$ cat src/rtl/sha3_round_scheduler_if.sv
// Handshake bundle for the SHA-3 round scheduler:
// new-state entry (in_*) and completed-state exit (out_*).
interface sha3_round_scheduler_if #(
  parameter int TAG_W = 4
);
  logic             in_valid;
  logic [TAG_W-1:0] in_tag;
  logic             in_ready;
  logic             out_valid;
  logic [TAG_W-1:0] out_tag;
  logic             out_ready;

  modport master (
    output in_valid,
    output in_tag,
    output out_ready,
    input  in_ready,
    input  out_valid,
    input  out_tag
  );

  modport slave (
    input  in_valid,
    input  in_tag,
    input  out_ready,
    output in_ready,
    output out_valid,
    output out_tag
  );
endinterface

$ cat src/rtl/sha3_round_scheduler.sv
// Control sequencer for a recirculating Keccak-f round loop.
// Tracks {valid,count,tag} per loop slot; drives datapath mux/round/bypass.
module sha3_round_scheduler #(
  parameter  int LATENCY = 4,
  parameter  int ROUNDS  = 24,
  parameter  int TAG_W   = 4,
  localparam int OCC_W   = $clog2(LATENCY + 1)
) (
  input  logic             clk,
  input  logic             rstn,
  sha3_round_scheduler_if.slave bus,
  output logic             issue_sel,
  output logic             issue_valid,
  output logic [4:0]       issue_round,
  output logic             issue_bypass,
  output logic [OCC_W-1:0] occupancy
);

  if (LATENCY < 1) begin : g_bad_latency
    $error("sha3_round_scheduler: LATENCY must be >= 1");
  end
  if (ROUNDS < 1 || ROUNDS > 31) begin : g_bad_rounds
    $error("sha3_round_scheduler: ROUNDS must be 1..31");
  end

  typedef struct packed {
    logic             vld;
    logic [4:0]       cnt;
    logic [TAG_W-1:0] tag;
  } rec_t;

  rec_t             ring_q [LATENCY];
  rec_t             ring_d [LATENCY];
  rec_t             head;
  rec_t             entry;
  logic [OCC_W-1:0] occ_q;
  logic [OCC_W-1:0] occ_d;

  logic       head_done;
  logic       xfer;
  logic       free;
  logic       park;
  logic       recirc;
  logic       accept;
  logic       sel_c;
  logic       ival_c;
  logic [4:0] round_c;
  logic       byp_c;

  assign head = ring_q[LATENCY-1];

  // free, park and recirc are mutually exclusive and cover every head state
  always_comb begin
    head_done = head.vld && (head.cnt == 5'(ROUNDS));
    xfer      = head_done && bus.out_ready;
    free      = !head.vld || xfer;
    park      = head_done && !bus.out_ready;
    recirc    = head.vld && !head_done;
    accept    = free && bus.in_valid;

    entry   = '0;
    sel_c   = 1'b0;
    ival_c  = 1'b0;
    round_c = 5'd0;
    byp_c   = 1'b0;

    unique case (1'b1)
      free: begin
        if (bus.in_valid) begin
          entry.vld = 1'b1;
          entry.cnt = 5'd1;
          entry.tag = bus.in_tag;
          sel_c     = 1'b1;
          ival_c    = 1'b1;
        end
      end
      park: begin
        entry.vld = 1'b1;
        entry.cnt = 5'(ROUNDS);
        entry.tag = head.tag;
        ival_c    = 1'b1;
        byp_c     = 1'b1;
      end
      recirc: begin
        entry.vld = 1'b1;
        entry.cnt = head.cnt + 5'd1;
        entry.tag = head.tag;
        ival_c    = 1'b1;
        round_c   = head.cnt;
      end
      default: begin
      end
    endcase
  end

  always_comb begin
    ring_d[0] = entry;
    for (int i = 1; i < LATENCY; i++) begin
      ring_d[i] = ring_q[i-1];
    end
    occ_d = occ_q + OCC_W'(accept) - OCC_W'(xfer);
  end

  always_ff @(posedge clk or negedge rstn) begin
    if (!rstn) begin
      for (int i = 0; i < LATENCY; i++) begin
        ring_q[i] <= '0;
      end
      occ_q <= '0;
    end else begin
      ring_q <= ring_d;
      occ_q  <= occ_d;
    end
  end

  // Gate with rstn: a cleared ring would otherwise advertise in_ready in reset
  assign bus.in_ready  = rstn && free;
  assign bus.out_valid = rstn && head_done;
  assign bus.out_tag   = (rstn && head_done) ? head.tag : '0;
  assign issue_sel     = rstn && sel_c;
  assign issue_valid   = rstn && ival_c;
  assign issue_round   = rstn ? round_c : 5'd0;
  assign issue_bypass  = rstn && byp_c;
  assign occupancy     = occ_q;

endmodule

$ cat src/flat_wrapper.sv
// flat-port wrapper written by rule: the top's interface ports become plain ports
module sha3_round_scheduler_flat 
#(
  parameter  int LATENCY = 4,
  parameter  int ROUNDS  = 24,
  parameter  int TAG_W   = 4,
  localparam int OCC_W   = $clog2(LATENCY + 1)
)
  (clk, rstn, issue_sel, issue_valid, issue_round, issue_bypass, occupancy, bus_in_valid, bus_in_tag, bus_out_ready, bus_in_ready, bus_out_valid, bus_out_tag);
  sha3_round_scheduler_if #(.TAG_W(TAG_W)) bus_i ();
  input  logic clk;
  input  logic rstn;
  output logic issue_sel;
  output logic issue_valid;
  output logic [4:0] issue_round;
  output logic issue_bypass;
  output logic [OCC_W-1:0] occupancy;
  input wire logic [$bits(bus_i.in_valid)-1:0] bus_in_valid;
  input wire logic [$bits(bus_i.in_tag)-1:0] bus_in_tag;
  input wire logic [$bits(bus_i.out_ready)-1:0] bus_out_ready;
  output wire logic [$bits(bus_i.in_ready)-1:0] bus_in_ready;
  output wire logic [$bits(bus_i.out_valid)-1:0] bus_out_valid;
  output wire logic [$bits(bus_i.out_tag)-1:0] bus_out_tag;
  assign bus_i.in_valid = bus_in_valid;
  assign bus_i.in_tag = bus_in_tag;
  assign bus_i.out_ready = bus_out_ready;
  assign bus_in_ready = bus_i.in_ready;
  assign bus_out_valid = bus_i.out_valid;
  assign bus_out_tag = bus_i.out_tag;
  sha3_round_scheduler #(.LATENCY(LATENCY), .ROUNDS(ROUNDS), .TAG_W(TAG_W)) u_core (.clk(clk), .rstn(rstn), .bus(bus_i), .issue_sel(issue_sel), .issue_valid(issue_valid), .issue_round(issue_round), .issue_bypass(issue_bypass), .occupancy(occupancy));
endmodule
$ cat config.mk
export PLATFORM = sky130hd
export DESIGN_NAME = sha3_round_scheduler_flat
export DESIGN_NICKNAME = d
export VERILOG_FILES = /design/src/rtl/sha3_round_scheduler_if.sv /design/src/rtl/sha3_round_scheduler.sv /design/src/flat_wrapper.sv
export SDC_FILE = /design/constraint.sdc
export NUM_CORES = 1
export LEC_CHECK = 0
export CAP_MARGIN = 20
export CORE_MARGIN = 2
export CORE_UTILIZATION = 49
export CTS_BUF_LIST = sky130_fd_sc_hd__clkbuf_8
export CTS_CLUSTER_SIZE = 20
export DETAILED_ROUTE_END_ITERATION = 8
export PLACE_DENSITY_LB_ADDON = 0.08
export SYNTH_ARGS = -nofsm -noshare
export SYNTH_HDL_FRONTEND = slang
export SYNTH_SLANG_ARGS = --single-unit
$ cat constraint.sdc
create_clock -name clk -period 2.49 [get_ports clk]
set_clock_uncertainty 0.05 [all_clocks]
set_input_delay 0.3735 -clock clk [delete_from_list [all_inputs] [get_ports clk]]
set_output_delay 0.3735 -clock clk [all_outputs]
set_load 0.01 [all_outputs]
==> flow_summary.json, run 1 <==
{
  "status": "completed",
  "fillers": 233,
  "ys_top_cells_by_count": "43 x dfrtp_1, 11 x nand2_1, 8 x inv_1",
  "start_util": 0.5054,
  "grt_max_degree": 25,
  "slew_violations": 0,
  "ir_drop_mv": 0.3808,
  "ys.flop_type": "dfrtp_1",
  "synth-simple-area-share": 0.1311,
  "synth_top_area_cell": "dfrtp_1",
  "synth_top_area_frac": 0.7090,
  "drt-total-wl_um": 2689,
  "yosysWarningCount": 0,
  "grt_pass1_wl_um": 4291,
  "relSlewSlack": 0.8086,
  "hold_violations": 0,
  "routedWlPerCell_um": 15.02,
  "syn_nets": 120,
  "final_nets": 158,
  "yosys.area_share.adder": 0.04617,
  "fmax_ghz": 0.4253,
  "p_per_area_nw_per_um2": 909.6,
  "drive_gt1_frac": 0.2055,
  "synthDistinctLibCells": 23,
  "grt_remaining_overflow": 0,
  "grt_usage": 0.1751,
  "period_share": 0.9443,
  "rsz0062_at_grt": "no",
  "initialDrtViolationCount": 22,
  "p_leak_nw": 1.097,
  "cp.arrival_ns": 2.48,
  "synth.area.mux_share": 0,
  "num_antenna_cells": 0,
  "area_growth_syn_to_layout_pct": 30.26,
  "first_pass_iters": 4,
  "min_path_type": "primary input to async pin",
  "synth_edf_count": 0,
  "fp-row-count": 20,
  "synthTopCellsByArea": "dfrtp_1 71%, ha_1 3.3%, o22ai_2 3.3%, nand2_1 2.7%, and2_1 2.5%",
  "io_pins": 25,
  "clock-sinks": 43,
  "vias_per_cell": 5.061,
  "endpoint_kind": "register",
  "clock_latency_ns": 0.29,
  "gp_congestion": 0.7377,
  "vias": 906,
  "clock_tree.buffer_depth": 2,
  "required_ns": 2.62,
  "final_util": 0.6583,
  "coreArea_sq_um": 3003,
  "ys_async_sr_fraction": 1.000,
  "synth.avg_cell_area_sq_um": 14.18,
  "dieWidth_um": 59.66,
  "cts_tree": "done",
  "cts-buffers-inserted": 5,
  "htreeDepth": 2,
  "crit_fanout": 6,
  "grt_pass1_vias": 917,
  "hpwlAfterDp_um": 1869,
  "synth_compound_area_frac": 0.05441,
  "design_area_sq_um": 1977,
  "drc": 0,
  "max_cap_violations": 0,
  "place_area_sq_um": 1815,
  "ant_nets": 0,
  "yosysMostFrequentCell": "dfrtp_1",
  "syn_inst": 107,
  "tightest_slew_ns": 0.2870,
  "die_h_um": 59.66,
  "finalSetupViolations": 0,
  "cp-start-kind": "register",
  "clk_pin_slew_ns": 0.08,
  "synth_xor_area_frac": 0.02885,
  "ys_seq_elements": 43,
  "period_minus_slack_ns": 2.351,
  "syn-cell-area_sq_um": 1518,
  "critPathKind": "register to register",
  "cts_root_buf": "clkbuf_8",
  "postCtsHoldBufs": 0,
  "port_buffers": 24,
  "dieArea_sq_um": 3559,
  "ys_seq_area_frac": 0.7090,
  "antenna_found_initial": 0,
  "synth_top_family_by_area": "simple AND/OR/NAND/NOR gates"
}
stage by stage:
stage | hold WS [ns] | total power, mW | cells | setup TNS (ns) | worst slack [ns]
2_1_floorplan | 0.02791 | 1.150 | 107 | 0 | 0.1709
3_3_place_gp | 0.2813 | 1.326 | 167 | 0 | 0.1123
3_5_place_dp | 0.2855 | 1.348 | 167 | 0 | 0.04573
4_1_cts | 0.01922 | 1.800 | 177 | -0.06382 | -0.02192
5_1_grt | 0.02843 | 1.894 | 179 | 0 | 0.03703
6_report | 0.009032 | 1.798 | 179 | 0 | 0.1388
report_power, final:
part | switching [mW] | leakage (nW) | total (mW) | internal [mW]
Sequential | 0.0885 | 0.506 | 0.945 | 0.856
Combinational | 0.188 | 0.547 | 0.415 | 0.227
Clock | 0.238 | 0.0443 | 0.438 | 0.200
Total | 0.515 | 1.10 | 1.80 | 1.28
logic make-up (layout without fill, tap and decap cells):
family / Yosys count / in the layout
fa+ha+maj: 5 / 5
xor+xnor: 5 / 5
simple gates: 36 / 36
buf+inv: 10 / 49
flops: 43 / 43
compound gates: 8 / 8
layer usage:
layer  routed length [um]  up-vias  GRT usage
met2                 1257       23     0.2624
met5                    0        -          0
met1                 1246      453     0.2261
met3                  123        6    0.05628
li1                     -      424          -
met4                   62        0    0.09524
critical path: stages (launching register included):
cell,delay [ns]
dfrtp_1,0.37
inv_1,0.06
ha_1,0.21
and4b_4,0.24
and3_1,0.18
ha_1,0.27
inv_1,0.04
ha_1,0.20
fa_2,0.33
xor2_1,0.16
xnor2_1,0.12
cell usage in the layout, fill, tap and decap left out, types with 2 or more instances in the layout:
| cell | n |
|---|---|
| clkbuf_8 | 5 |
| dlymetal6s2s_1 | 11 |
| xnor2_1 | 2 |
| and2_1 | 6 |
| nand3_1 | 2 |
| clkinv_4 | 2 |
| o22ai_2 | 4 |
| inv_1 | 8 |
| o21ai_1 | 2 |
| nand2_1 | 11 |
| nor2_1 | 4 |
| clkdlybuf4s50_1 | 11 |
| nor3_2 | 2 |
| xor2_1 | 3 |
| and3_1 | 3 |
| buf_4 | 9 |
| dfrtp_1 | 42 |
| nor3_1 | 3 |
| ha_1 | 4 |
what timing repair did:
item                                    4_1_cts  5_1_grt
setup buffers                                 2        2
resized for setup                             2       14
cloned                                        0        0
endpoints found under the setup margin       11       11
pin swaps                                     0        1
path summary, 6_finish.rpt:
| kind | start | endpoint | slack (ns) | cells past startpoint |
|---|---|---|---|---|
| max reg2reg | u_core.head[4] | u_core.occupancy[2] | 0.14 | 10 |
| min in group clk | u_core.ring_d[17] | u_core.ring_d[7] | 0.31 | 0 |
| min reg2reg | u_core.ring_d[17] | u_core.ring_d[7] | 0.31 | 0 |
| max in group asynchronous | rstn | u_core.head[8] | 1.82 | 3 |
| max | u_core.head[4] | u_core.occupancy[2] | 0.14 | 10 |
| min | rstn | u_core.ring_d[19] | 0.009 | 2 |
state kept, by name, indices dropped and copies added (netlist names):
register / cells
u_core.head: 10
u_core.occupancy: 3
u_core.ring_d: 30
area by class of cell:
| class | count | area (sq um) | share of cell area |
|---|---|---|---|
| Clock buffer | 5 | 68.82 | 0.03481 |
| Clock inverter | 3 | 25.02 | 0.01266 |
| Inverter | 8 | 30.03 | 0.01519 |
| Multi-Input combinational cell | 54 | 405.4 | 0.2051 |
| Sequential cell | 43 | 1077 | 0.5449 |
| Tap cell | 33 | 41.29 | 0.02089 |
| Timing Repair Buffer | 33 | 329.1 | 0.1665 |
Power figures use the tool's default switching activity.
==> inputs of run 2 (changes only) <==
--- a/config.mk
+++ b/config.mk
@@ -7,7 +7,7 @@
 export LEC_CHECK = 0
 export CAP_MARGIN = 20
 export CORE_MARGIN = 2
-export CORE_UTILIZATION = 49
+export CORE_UTILIZATION = 54
 export CTS_BUF_LIST = sky130_fd_sc_hd__clkbuf_8
 export CTS_CLUSTER_SIZE = 20
 export DETAILED_ROUTE_END_ITERATION = 8
==> constraint.sdc (replaced) <==
create_clock -name clk -period 2.3 [get_ports clk]
set_clock_uncertainty 0.05 [all_clocks]
set_input_delay 0.345 -clock clk [delete_from_list [all_inputs] [get_ports clk]]
set_output_delay 0.345 -clock clk [all_outputs]
set_load 0.01 [all_outputs]
==> run 2 against run 1 <==
  * Via count grew 1.5%
  * Highest routed layer unchanged
  * Hold slack gained 0.10 ns
  * Register-to-register slack lost 0.09 ns
  * Core utilization grew 9.1 points
  * Combinational power grew 13%
  * Sequential power grew 9%
  * Power grew 15%
  * Largest power group unchanged
  * Critical endpoint unchanged
  * Worst setup slack lost 0.092 ns
  * Flip-flop and latch count is the same
  * First-iteration DRC count is the same
  * Final area grew 2.7%
  * Global-route usage grew 3.8 points
==> flow_summary.json, run 2 (synthesized netlist as in run 1, its figures left out) <==
{
  "status": "completed",
  "max_cap_violations": 0,
  "slew_violations": 0,
  "grt_usage": 0.2131,
  "p_leak_nw": 0.9855,
  "drt-total-wl_um": 2796,
  "die_h_um": 57.02,
  "grt_pass1_wl_um": 4823,
  "vias": 920,
  "clk_pin_slew_ns": 0.08,
  "setup_ws_ns": 0.04654,
  "ant_nets": 0,
  "gp_congestion": 0.8586,
  "fmax_ghz": 0.4438,
  "critical-path-top-delay-family": "adder cells",
  "cp-start-kind": "register",
  "drive_gt1_frac": 0.2667,
  "cp.arrival_ns": 2.41,
  "final_util": 0.7493,
  "coreArea_sq_um": 2710,
  "place_area_sq_um": 1861,
  "routedWlPerCell_um": 15.45,
  "min_path_type": "primary input to async pin",
  "cts_root_buf": "clkbuf_8",
  "slowest_stage": "dfrtp_1",
  "design_area_sq_um": 2031,
  "multi_input_area_sq_um": 447.9,
  "required_ns": 2.46,
  "port_buffers": 24,
  "fp-row-count": 19,
  "first_pass_iters": 4,
  "io_pins": 25,
  "p_per_area_nw_per_um2": 1018,
  "grt_remaining_overflow": 0,
  "setup_tns_ns": 0,
  "grt_pass1_vias": 991,
  "grt_max_degree": 25,
  "endpoint_kind": "register",
  "largest_reg_flops": 30,
  "clock_latency_ns": 0.30,
  "layout_commonest_cell": "dfrtp_1",
  "clock_tree.buffer_depth": 2,
  "dieWidth_um": 57.02,
  "preCtsSetupSlack_ns": -0.02352,
  "htreeDepth": 2,
  "ir_drop_mv": 0.9172,
  "layout_common_cells": "43 x dfrtp_1, 12 x buf_4, 11 x nand2_1",
  "dieArea_sq_um": 3251,
  "finalSetupViolations": 0,
  "relSlewSlack": 0.4321,
  "rsz0062_at_grt": "yes",
  "vias_per_cell": 5.083,
  "initialDrtViolationCount": 22,
  "num_antenna_cells": 0,
  "cts-buffers-inserted": 5,
  "antenna_found_initial": 0,
  "crit_chain": "inv_2 -> ha_4 -> and4b_4 -> and3_4 -> ha_4 -> inv_2 -> ha_2 -> fa_2 -> xor2_2 -> xnor2_1",
  "start_util": 0.5600,
  "final_nets": 162,
  "hold_violations": 0,
  "hpwlAfterDp_um": 1955,
  "drc": 0,
  "period_share": 0.9798,
  "tightest_slew_ns": 0.8490,
  "hold_ws_ns": 0.1125,
  "path_buf_inv": 2,
  "cts_tree": "done",
  "regArea_sq_um": 1076,
  "area_growth_syn_to_layout_pct": 33.80,
  "cp_slowest_stage_delay_ns": 0.38,
  "fillers": 175,
  "critPathKind": "register to register",
  "crit_fanout": 3,
  "period_minus_slack_ns": 2.253,
  "clock-sinks": 43
}
[run 2: cell count changes in the layout (fill, tap and decap cells not counted), sizes merged]
cell,previous run,this run
clkdlybuf4s15,0,2
dlygate4sd2,1,10
clkdlybuf4s50,11,10
dlymetal6s2s,11,1
buf,10,13
dlygate4sd3,0,1
clkinvlp,1,0
bufinv,0,1
[run 2: metrics by stage]
step,instances,power [mW]
6_report,181,2.068
5_1_grt,181,2.198
4_1_cts,180,2.083
3_5_place_dp,171,1.488
3_3_place_gp,171,1.464
2_1_floorplan,107,1.247
[run 2: final timing paths]
kind	startpoint	endpoint	slack, ns	cells past startpoint
min in group clk	u_core.ring_d[26]	u_core.ring_d[16]	0.30	0
setup reg to reg	u_core.head[5]	u_core.occupancy[2]	0.05	10
setup / recovery	u_core.head[5]	u_core.occupancy[2]	0.05	10
hold reg to reg	u_core.ring_d[26]	u_core.ring_d[16]	0.30	0
hold / removal	rstn	u_core.ring_d[20]	0.11	3
max in group asynchronous	rstn	u_core.head[3]	0.89	3
[run 2: layout make-up]
| class | count | area share |
|---|---|---|
| clock buffer | 5 | 0.03389 |
| clock inverter | 3 | 0.02156 |
| inverter | 8 | 0.01479 |
| multi-input combinational | 54 | 0.2206 |
| sequential | 43 | 0.5299 |
| tap | 31 | 0.01910 |
| timing repair buffer | 37 | 0.1602 |
[run 2: what timing repair did]
| item | 4_1_cts | 5_1_grt |
|---|---|---|
| endpoints found under the hold margin | 19 | 0 |
| endpoints found under the setup margin | 14 | 4 |
| hold buffers | 1 | 0 |
| pin swaps | 6 | 5 |
| resized for setup | 21 | 5 |
| buffers inserted | 0 | 1 |
[run 2: per-layer routing]
layer / up-vias / global-route usage / share of wire
li1: 428 / - / -
met1: 468 / 0.2826 / 0.44
met2: 18 / 0.3120 / 0.49
met3: 6 / 0.06349 / 0.041
met4: 0 / 0.1296 / 0.028
met5: - / 0 / 0
[run 2: power breakdown]
| part | internal (mW) | switching, mW |
|---|---|---|
| logic | 0.254 | 0.217 |
| registers | 0.927 | 0.104 |
| clock network | 0.323 | 0.243 |
[run 2: worst min-delay path, cell delays in order]
cell and delay, ns:
buf_2 0.09, buf_4 0.13, buf_4 0.29
==> inputs of run 3 (changes only) <==
--- a/config.mk
+++ b/config.mk
@@ -6,6 +6,7 @@
 export NUM_CORES = 1
 export LEC_CHECK = 0
 export CAP_MARGIN = 20
+export CORE_ASPECT_RATIO = 0.6
 export CORE_MARGIN = 2
 export CORE_UTILIZATION = 54
 export CTS_BUF_LIST = sky130_fd_sc_hd__clkbuf_8
==> run 3 against run 2 <==
  * Clock power down 22%
  * Largest power group unchanged
  * Register-to-register slack about the same
  * Critical path depth unchanged
  * Core utilization up 4.2 points
  * Global-route usage down 0.10 points
  * Flip-flop and latch count unchanged
==> flow_summary.json, run 3 (synthesized netlist as in run 1, its figures left out) <==
{
  "cp-start-kind": "register",
  "hold_ws_ns": 0.1503,
  "drive_gt1_frac": 0.2885,
  "grt_usage": 0.2121,
  "hold_violations": 0,
  "num_antenna_cells": 0,
  "cts-buffers-inserted": 5,
  "status": "completed",
  "cts_tree": "done",
  "dp.cells": 171,
  "drc": 0,
  "ant_nets": 0,
  "endpoint_kind": "register",
  "clock-sinks": 43,
  "clock_latency_ns": 0.29,
  "dieWidth_um": 72.44,
  "layout_commonest_cell": "dfrtp_1",
  "reg2reg_to": "u_core.occupancy[2]",
  "largest_reg_flops": 30,
  "fp-row-count": 14,
  "start_util": 0.5854,
  "dieArea_sq_um": 3265,
  "die_h_um": 45.07,
  "grt_max_degree": 26,
  "port_buffers": 24,
  "layout_common_cells": "43 x dfrtp_1, 18 x buf_4, 11 x nand2_1",
  "routedWlPerCell_um": 17.03,
  "cp-startpoint": "u_core.head[5]",
  "critPathKind": "register to register",
  "initialDrtViolationCount": 47,
  "gp_congestion": 0.7572,
  "finalSetupViolations": 0,
  "p_per_area_nw_per_um2": 994.1,
  "final_nets": 168,
  "period_share": 0.9766,
  "first_pass_iters": 4,
  "setup_tns_ns": 0,
  "antenna_found_initial": 0,
  "vias_per_cell": 5.149,
  "min_path_type": "primary input to async pin",
  "tightest_slew_ns": 0.8190,
  "required_ns": 2.42,
  "hpwlAfterDp_um": 2124,
  "ir_drop_mv": 0.7128,
  "preCtsSetupSlack_ns": -0.02837,
  "r2r_slack_ns": 0.05,
  "coreArea_sq_um": 2592,
  "rsz0062_at_grt": "yes",
  "setup_ws_ns": 0.05390,
  "htreeDepth": 2,
  "cts_root_buf": "clkbuf_8",
  "clk_pin_slew_ns": 0.07,
  "r2r_start": "u_core.head[5]",
  "drt-total-wl_um": 3202,
  "grt_remaining_overflow": 0,
  "p_leak_nw": 1.003,
  "grt_pass1_vias": 967,
  "cp.arrival_ns": 2.37,
  "fin_cells": 188,
  "relSlewSlack": 0.4522,
  "io_pins": 25,
  "crit_fanout": 2,
  "area_growth_syn_to_layout_pct": 35.20,
  "slew_violations": 0,
  "fmax_ghz": 0.4452,
  "clock_tree.buffer_depth": 2,
  "vias": 968,
  "max_cap_violations": 0,
  "period_minus_slack_ns": 2.246,
  "grt_pass1_wl_um": 4705,
  "reg2reg_depth": 10
}
run 3: what timing repair did:
item / 4_1_cts / 5_1_grt
hold buffers: 1 / 0
pin swaps: 1 / 5
setup buffers: 3 / 5
endpoints found under the hold margin: 18 / 0
endpoints found under the setup margin: 14 / 7
resized for setup: 14 / 12
gates cloned: 0 / 0
run 3: cell type report:
cell class	instances	area [sq um]
Sequential cell	43	1076
Fill cell	156	540.5
Multi-Input combinational cell	54	450.4
Timing Repair Buffer	43	370.4
Clock buffer	5	68.82
Tap cell	32	40.04
Inverter	8	30.03
Clock inverter	3	16.27
run 3: layer usage:
metal  GRT usage  vias up  routed length [um]
met1      0.2771      503                1471
met5           0        -                   0
li1            -      444                   -
met3     0.08259        4                 125
met4     0.08519        0                  30
met2      0.3266       17                1575
run 3: how the worst max path moves through the flow:
stage / endpoint / slack [ns] / cells past startpoint
final: u_core.occupancy[2] / 0.05 / 10
after detailed placement: u_core.occupancy[2] / -0.03 / 10
after CTS: bus_out_valid / 0.007 / 6
after global placement: u_core.occupancy[2] / 0.06 / 10
after floorplan: u_core.occupancy[2] / 0.02 / 10
after global routing: u_core.occupancy[2] / -0.05 / 10
run 3: report_power, final:
group | internal [mW] | switching, mW
Sequential | 0.928 | 0.105
Clock | 0.207 | 0.233
Combinational | 0.302 | 0.265
Total | 1.44 | 0.602
run 3: metrics by stage:
stage	utilization	total power, mW	cell area [sq um]
4_1_cts	0.7568	1.949	1962
6_report	0.7915	2.040	2052
3_3_place_gp	0.7153	1.465	1854
5_1_grt	0.7915	2.140	2052
2_1_floorplan	-	1.247	1520
3_5_place_dp	0.7153	1.491	1854
run 3: critical path: stages (launching register included):
cell and delay (ns):
dfrtp_1 0.37, inv_2 0.06, ha_4 0.16, and4b_4 0.21
and3_4 0.18, ha_4 0.25, inv_2 0.04, ha_4 0.15
fa_2 0.37, xor2_2 0.16, xnor2_1 0.13
